[config.mk]
export PLATFORM = sky130hd
export DESIGN_NAME = approx_mult_arbiter
export DESIGN_NICKNAME = d
export VERILOG_FILES = /design/src/rtl/approx_mult_arbiter.sv
export SDC_FILE = /design/constraint.sdc
export NUM_CORES = 1
export LEC_CHECK = 0
export ABC_AREA = 1
export ABC_CLOCK_PERIOD_IN_PS = 2640
export CAP_MARGIN = 20
export CORE_UTILIZATION = 44
export CTS_CLUSTER_DIAMETER = 150
export DETAILED_ROUTE_END_ITERATION = 10
export MAX_ROUTING_LAYER = met4
export PLACE_DENSITY = 0.81
export RECOVER_POWER = 100
export SLEW_MARGIN = 25
export SYNTH_ARGS = -nofsm -noshare
export SYNTH_HDL_FRONTEND = slang
export SYNTH_SLANG_ARGS = --single-unit
[constraint.sdc]
create_clock -name i_clk -period 2.64 [get_ports i_clk]
set_clock_uncertainty 0.05 [all_clocks]
set_input_delay 0.528 -clock i_clk [delete_from_list [all_inputs] [get_ports i_clk]]
set_output_delay 0.528 -clock i_clk [all_outputs]
set_load 0.02 [all_outputs]
[src/rtl/approx_mult_arbiter.sv]
// approx_mult_arbiter
//   Round-robin front end that shares one external combinational approximate
//   6x6 multiplier among NUM_REQ requesters. A granted operand pair is
//   registered onto the multiplier inputs (stage S1); one cycle later the
//   product is captured together with the requester index (stage S2) and
//   offered on a single response channel with back-pressure.
//
// Ports
//   i_clk        rising-edge clock
//   i_rst        synchronous active-high reset
//   i_req_valid  per-requester operand valid
//   i_req_a/b    packed operands, requester i at [6i+5:6i]
//   o_req_ready  one-hot grant/accept
//   o_mult_a/b   registered operands driven to the multiplier
//   i_mult_p     combinational product returned by the multiplier
//   o_rsp_valid  response valid
//   i_rsp_ready  response consumer ready
//   o_rsp_p      product
//   o_rsp_id     index of the requester that issued the operation
//   o_busy       either pipeline stage holds an operation
//   o_ops_done   saturating count of completed responses
module approx_mult_arbiter #(
    parameter int NUM_REQ = 4,
    parameter int CNT_W   = 16,
    localparam int ID_W   = (NUM_REQ > 2) ? $clog2(NUM_REQ) : 1
) (
    input  logic                 i_clk,
    input  logic                 i_rst,
    input  logic [NUM_REQ-1:0]   i_req_valid,
    input  logic [6*NUM_REQ-1:0] i_req_a,
    input  logic [6*NUM_REQ-1:0] i_req_b,
    output logic [NUM_REQ-1:0]   o_req_ready,
    output logic [5:0]           o_mult_a,
    output logic [5:0]           o_mult_b,
    input  logic [11:0]          i_mult_p,
    output logic                 o_rsp_valid,
    input  logic                 i_rsp_ready,
    output logic [11:0]          o_rsp_p,
    output logic [ID_W-1:0]      o_rsp_id,
    output logic                 o_busy,
    output logic [CNT_W-1:0]     o_ops_done
);

    logic              r_s1Valid;
    logic [5:0]        r_multA;
    logic [5:0]        r_multB;
    logic [ID_W-1:0]   r_s1Id;
    logic              r_rspValid;
    logic [11:0]       r_rspP;
    logic [ID_W-1:0]   r_rspId;
    logic [ID_W-1:0]   r_ptr;
    logic [CNT_W-1:0]  r_opsDone;

    logic              w_s2Adv;
    logic              w_s1Adv;
    logic              w_accept;
    logic              w_found;
    logic [ID_W-1:0]   w_winner;
    logic [5:0]        w_selA;
    logic [5:0]        w_selB;
    logic              w_xfer;
    logic [ID_W-1:0]   w_ptrNext;

    // Pipeline advance conditions. Acceptance is also blocked while reset is
    // asserted so a requester never sees a handshake that reset discards.
    assign w_s2Adv  = !r_rspValid || i_rsp_ready;
    assign w_s1Adv  = r_s1Valid && w_s2Adv;
    assign w_accept = !i_rst && (!r_s1Valid || w_s2Adv);
    assign w_xfer   = w_found && w_accept;

    // Round-robin scan without a modulo: first look for a valid requester at
    // or above the pointer, and only if none exists take the lowest valid one
    // below it, which is exactly the wrap-around order.
    always_comb begin
        w_found  = 1'b0;
        w_winner = '0;
        w_selA   = '0;
        w_selB   = '0;
        for (int i = 0; i < NUM_REQ; i++) begin
            if (!w_found && i_req_valid[i] && (ID_W'(i) >= r_ptr)) begin
                w_found  = 1'b1;
                w_winner = ID_W'(i);
                w_selA   = i_req_a[6*i +: 6];
                w_selB   = i_req_b[6*i +: 6];
            end
        end
        for (int i = 0; i < NUM_REQ; i++) begin
            if (!w_found && i_req_valid[i]) begin
                w_found  = 1'b1;
                w_winner = ID_W'(i);
                w_selA   = i_req_a[6*i +: 6];
                w_selB   = i_req_b[6*i +: 6];
            end
        end
    end

    // One-hot ready: only the winner sees the accept condition.
    always_comb begin
        o_req_ready = '0;
        for (int i = 0; i < NUM_REQ; i++) begin
            o_req_ready[i] = w_found && (w_winner == ID_W'(i)) && w_accept;
        end
    end

    // Pointer moves just past the winner, wrapping at NUM_REQ (which need not
    // be a power of two).
    assign w_ptrNext = (int'(w_winner) == NUM_REQ - 1) ? '0 : w_winner + ID_W'(1);

    // Both pipeline stages, the round-robin pointer and the completion
    // counter. S1 may reload in the same cycle it moves into S2, which keeps
    // one operation per cycle flowing while the consumer is ready.
    always_ff @(posedge i_clk) begin
        if (i_rst) begin
            r_s1Valid  <= 1'b0;
            r_multA    <= '0;
            r_multB    <= '0;
            r_s1Id     <= '0;
            r_rspValid <= 1'b0;
            r_rspP     <= '0;
            r_rspId    <= '0;
            r_ptr      <= '0;
            r_opsDone  <= '0;
        end else begin
            if (w_xfer) begin
                r_s1Valid <= 1'b1;
                r_multA   <= w_selA;
                r_multB   <= w_selB;
                r_s1Id    <= w_winner;
                r_ptr     <= w_ptrNext;
            end else if (w_s1Adv) begin
                r_s1Valid <= 1'b0;
            end

            if (w_s1Adv) begin
                r_rspValid <= 1'b1;
                r_rspP     <= i_mult_p;
                r_rspId    <= r_s1Id;
            end else if (w_s2Adv) begin
                r_rspValid <= 1'b0;
            end

            if (r_rspValid && i_rsp_ready && (r_opsDone != {CNT_W{1'b1}})) begin
                r_opsDone <= r_opsDone + CNT_W'(1);
            end
        end
    end

    assign o_mult_a    = r_multA;
    assign o_mult_b    = r_multB;
    assign o_rsp_valid = r_rspValid;
    assign o_rsp_p     = r_rspP;
    assign o_rsp_id    = r_rspId;
    assign o_busy      = r_s1Valid || r_rspValid;
    assign o_ops_done  = r_opsDone;

endmodule

# Word level (Yosys, flattened, before mapping)
# Index checks and enable logic that the tools add are counted.
[totals] input_bits=67 register_bits=48 out_inout_bits=48 word_cells=96
[op_classes] muxes=36 n_addsub=2 reduce_logical=40 eq_ne=5 order_cmp=4
[ops] cell="$mux W6" n=16
[ops] cell="$logic_and A1 B1 Y1" n=24
[ops] cell="$add A16 B1 Y16 const B" n=1
[ops] cell="$ne A16 B16 Y1 const B" n=1
[ops] cell="$mux W2" n=7
[ops] cell="$mux W1" n=13
[ops] cell="$logic_not A1 Y1" n=10
[ops] cell="$eq A2 B1 Y1 const B" n=2
[ops] cell="$eq A2 B2 Y1 const B" n=2
[ops] cell="$ge A1 B2 Y1 const A" n=2
[ops] cell="$ge A2 B2 Y1 const A" n=2
[ops] cell="$reduce_bool A2 Y1" n=2
[ops] cell="$logic_or A1 B1 Y1" n=3
[ops] cell="$add A2 B1 Y2 const B" n=1
[ops] cell="$logic_not A2 Y1" n=1

# Logic depth before layout (Yosys ltp)
[depth] depth_word=30 ltp_mapped=12 depth_no_buf=12

# Worst setup path before layout
# Ideal clock, no wire load.
[synth_timing] kind="in2out" start="input port i_req_valid[0]" end="output port o_req_ready[3]" stages=11 n_path_buf=1 arrival_time_ns=1.942 slack_ns=0.120 required_time_ns=2.062 path_cell_list="buf_4 nand2_4 nand2_4 nor2_8 nand2_4 nor3_4 inv_2 nand3_2 ha_1 inv_1 nor2_1"
[synth_via] elab_chain_len=29 elab_cells_between_ends=36 cone_classes="eq/ne: 1; mux: 15; reduce/logical: 20"
[synth_rtl] item="start: declaration" line_no="29" source="input logic [NUM_REQ-1:0] i_req_valid,"
[synth_rtl] item="$logic_and A1 B1 Y1" line_no="80" source="if (!w_found && i_req_valid[i] && (ID_W'(i) >= r_ptr)) begin"
[synth_rtl] item="$mux W1" line_no="80"
[synth_rtl] item="$logic_not A1 Y1" line_no="80"
[synth_rtl] item="$logic_and A1 B1 Y1 (2 in series)" line_no="80"
[synth_rtl] item="$mux W1" line_no="80"
[synth_rtl] item="$logic_not A1 Y1" line_no="80"
[synth_rtl] item="$logic_and A1 B1 Y1 (2 in series)" line_no="80"
[synth_rtl] item="$mux W1" line_no="80"
[synth_rtl] item="[... 11 more ...]"
[synth_rtl] item="$logic_and A1 B1 Y1" line_no="88" source="if (!w_found && i_req_valid[i]) begin"
[synth_rtl] item="$mux W1" line_no="88"
[synth_rtl] item="$logic_not A1 Y1" line_no="88"
[synth_rtl] item="$logic_and A1 B1 Y1" line_no="88"
[synth_rtl] item="$mux W2 *" line_no="88"
[synth_rtl] item="via w_winner[1]" line_no="58" source="logic [ID_W-1:0] w_winner;"
[synth_rtl] item="$eq A2 B2 Y1 *" line_no="101" source="o_req_ready[i] = w_found && (w_winner == ID_W'(i)) && w_accept;"
[synth_rtl] item="$logic_and A1 B1 Y1 * (2 in series)" line_no="101"
[synth_rtl] item="end: declaration" line_no="32" source="output logic [NUM_REQ-1:0] o_req_ready,"
# Mark *: on every way through the listed nets, which the timed path passes. The rest lies on a longest branch.

# Final worst setup path
[layout_timing] start="input port i_req_valid[2]" end="output port o_req_ready[0]"
[layout_via] elab_chain_len=22 elab_cells_between_ends=28 cone_classes="mux: 12; reduce/logical: 16"
[layout_rtl] item="$logic_and A1 B1 Y1 (2 in series)" line_no="80"
[layout_rtl] item="$mux W1" line_no="80"
[layout_rtl] item="$logic_not A1 Y1" line_no="80"
[layout_rtl] item="$logic_and A1 B1 Y1 (2 in series)" line_no="80"
[layout_rtl] item="$mux W1" line_no="80"
[layout_rtl] item="$logic_not A1 Y1" line_no="88"
[layout_rtl] item="$logic_and A1 B1 Y1" line_no="88"
[layout_rtl] item="$mux W1" line_no="88"
[layout_rtl] item="[... 4 more ...]"
[layout_rtl] item="$logic_and A1 B1 Y1" line_no="88"
[layout_rtl] item="$mux W1" line_no="88"
[layout_rtl] item="$logic_not A1 Y1" line_no="88"
[layout_rtl] item="$logic_and A1 B1 Y1" line_no="88"
[layout_rtl] item="$mux W2 *" line_no="88"
[layout_rtl] item="via w_winner[1]" line_no="58"
[layout_rtl] item="$logic_not A2 Y1 *" line_no="101"
[layout_rtl] item="$logic_and A1 B1 Y1 * (2 in series)" line_no="101"
# Marked as above.

==> flow_metrics.py <==
metrics = {
    "run_status": {
        "status": "completed",
    },
    "grt": {
        "grtUsageTotal_pct": 26.5,
        "grt_max_degree": 31,
        "grt_pass1_wl_um": 14800,
        "overflow": 0,
        "antenna_found_initial": 0,
        "grt_pass1_vias": 3283,
    },
    "logic_synthesis": {
        "netlist-cell-type-count": 34,
        "yosysWarnings": 0,
        "synthFlopType": "dfxtp_1",
        "synth_edf_count": 0,
        "synth.avg_cell_area_sq_um": 6.49,
        "syn_area_sq_um": 2910,
        "synth_cells": 449,
        "ys_ff_latch": 48,
        "synth_seq_area_share_pct": 33.0,
        "synth_nets": 519,
        "async_reset_ff_share_pct": 0,
    },
    "setup_path": {
        "worstSetupPathType": "in -> out",
        "crit_path_end_kind": "output pin",
        "cp_cell_sequence": "dlygate4sd2_1, nand2_4, nand2_4, nor2_8, nand2_4, nor3_4, inv_2, nand3_2, inv_1, ha_1, inv_1, nor2_1, buf_4",
        "cp_common_cell": "nand2_4",
        "path_buf_inv": 5,
        "crit_path_start_kind": "input port",
        "critPathMaxStageDelay_ps": 270,
        "cp_top_family": "simple AND/OR/NAND/NOR gates",
        "arrival_ps": 1950,
        "cp_max_fo": 4,
        "critPathRequiredTime_ps": 2060,
        "cpMaxStageDelayCell": "dlygate4sd2_1",
    },
    "detailed_routing": {
        "top_layer": "met4",
        "drtAntennaViolNets": 0,
        "dr_total_vias": 3433,
        "via_per_inst": 5.12,
        "wl_met2_um": 4280,
        "wl_per_cell_um": 13.0,
        "met3_length_um": 562,
        "dr.first_iter.drc_count": 149,
        "finalWirelength_um": 8740,
        "post-route-drc-count": 0,
        "wl_met1_um": 3780,
        "drt_first_pass_iters": 5,
    },
    "floorplan": {
        "die_width_um": 83.4,
        "fp-row-count": 29,
        "die_y_um": 83.4,
        "start_util_pct": 45.6,
        "coreArea_sq_um": 6390,
        "ios": 115,
        "die-area_sq_um": 6950,
    },
    "sta": {
        "tightest_slew_ps": 417,
        "slew_headroom_pct": 72.1,
        "max_freq_mhz": 396,
        "fin_crit_ps": 2530,
        "setup_viol": 0,
        "fin_crit_sh_pct": 95.8,
        "hold_viol_final": 0,
        "whs_ps": 420,
        "slew_violations": 0,
        "setup_tns_ps": 0,
    },
    "power_and_ir_drop": {
        "p_comb_share_pct": 31.3,
        "peakVddDrop_mv": 0.370,
        "intPower_mw": 1.33,
        "p_sw_mw": 0.592,
        "power_density_nw_per_um2": 434,
        "clockPowerShare_pct": 27.3,
        "p_sw_share_pct": 30.8,
        "pwr-share-seq_pct": 41.4,
        "finalPower_mw": 1.92,
        "power_leakage_nw": 2.04,
    },
    "final_layout": {
        "fillers": 545,
        "area_growth_pct": 52.0,
        "drive_above_1_share_pct": 12.8,
        "antenna_cells": 0,
        "final_area_sq_um": 4430,
        "final_core_util_pct": 69.3,
        "final_nets": 662,
    },
    "clocking": {
        "ctsRootBufferMaster": "clkbuf_8",
        "cts_max_level": 2,
        "cts_tree": "built",
        "cts_made_buffers": 5,
        "clock-sinks": 48,
        "clk_pin_slew_worst_paths_ps": 90,
        "clock_path_buffers": 2,
        "clk_latency_ps": 300,
    },
    "placed_design": {
        "place_area_sq_um": 4330,
        "place_congestion": 0.936,
        "numPortBuffers": 114,
        "dpl.hpwl_um": 6890,
    },
    "hold_path": {
        "hold_class": "reg -> reg",
    },
    "flow_run": {
        "max_cap_viol_count": 0,
    },
}
[worst register-to-register path: cells and delay by family (launching register included)]
family / cells / cell delay, ps
fa+ha+maj: 1 / 230
buf+inv: 2 / 520
simple gates: 5 / 690
flops: 1 / 450
compound gates: 1 / 60
[sequential cells by signal, summed over array words and instances, names as in the netlist]
register / flops
o_ops_done: 16
r_ptr: 2
o_mult_a: 6
o_rsp_p: 12
o_rsp_valid: 1
r_s1Id: 2
o_mult_b: 6
o_rsp_id: 2
r_s1Valid: 1
[cells in the mapped netlist (4+ instances only)]
cell	count	area [sq um]
dfxtp_1	48	961
nand4_1	19	119
nand3_1	47	235
xor2_1	5	43.8
inv_2	4	15.0
nor2_1	72	270
nor3_1	7	35.0
o21ai_0	23	115
nand2_1	110	413
clkbuf_1	5	18.8
inv_1	42	158
nand2_4	5	56.3
buf_2	4	20.0
a21oi_1	25	125
[metal layers]
layer  track usage [%]  vias to the layer above
met4              7.37                        0
li1                  -                     1745
met1              32.4                     1531
met3              3.68                       13
met2              45.7                      144
met5                 -                        -
[kinds of logic after synthesis]
logic type	after synthesis	share of synthesized area, %
xor+xnor	6	1.80
flops	48	33.0
buf+inv	62	9.45
compound gates	53	9.58
simple gates	277	44.9
fa+ha+maj	3	1.29
[per-stage QoR]
step,worst slack [ps],std cells
2_1_floorplan,120,449
3_3_place_gp,-507,661
3_5_place_dp,-571,661
4_1_cts,42.9,670
5_1_grt,-2.73,670
6_report,112,670
[path summary, 6_finish.rpt]
kind / startpoint / to / slack [ps] / cells after the start
setup / recovery: i_req_valid[2] / o_req_ready[0] / 110 / 13
hold / removal: o_mult_b[4] / o_mult_b[4] / 420 / 2
hold reg to reg: o_mult_b[4] / o_mult_b[4] / 420 / 2
setup reg to reg: o_ops_done[0] / o_ops_done[15] / 520 / 9
[timing repair]
action                     4_1_cts  5_1_grt
hold endpoints to repair         0        0
setup endpoints to repair        4        4
buffers inserted                 1        0
pin swaps                        4        1
hold buffers                     0        0
gates resized for setup         22        3
[cell type report]
cell class / instances / area (sq um) / area share, %
Sequential cell: 48 / 962 / 21.7
Clock buffer: 5 / 68.8 / 1.55
Timing Repair Buffer: 152 / 1410 / 31.8
Tap cell: 77 / 96.3 / 2.18
Multi-Input combinational cell: 339 / 1680 / 37.9
Inverter: 46 / 173 / 3.90
Clock inverter: 3 / 42.5 / 0.961
[layout by cell type, fill, tap and decap left out, drive strengths merged, types with 2 or more instances in the layout]
cell / Yosys / routed
dfxtp: 48 / 48
nand3: 51 / 51
nor3: 10 / 10
nor4: 2 / 2
clkbuf: 5 / 8
a21oi: 27 / 27
o21ai: 24 / 24
dlygate4sd3: 0 / 44
nand4: 19 / 19
inv: 46 / 46
ha: 3 / 3
nand2: 118 / 118
buf: 11 / 38
clkdlybuf4s50: 0 / 62
nor2: 74 / 74
xor2: 5 / 5
dlygate4sd2: 0 / 4
[power groups by stage]
stage / clock network (mW) / logic [mW] / registers (mW)
final: 0.525 / 0.602 / 0.797
after global routing: 0.580 / 0.658 / 0.804
after CTS: 0.536 / 0.617 / 0.797
after detailed placement: 0 / 0.616 / 0.814
after global placement: 0 / 0.606 / 0.812
after floorplan: 0 / 0.263 / 0.859
Note: power is estimated with default switching activity, not from simulation.
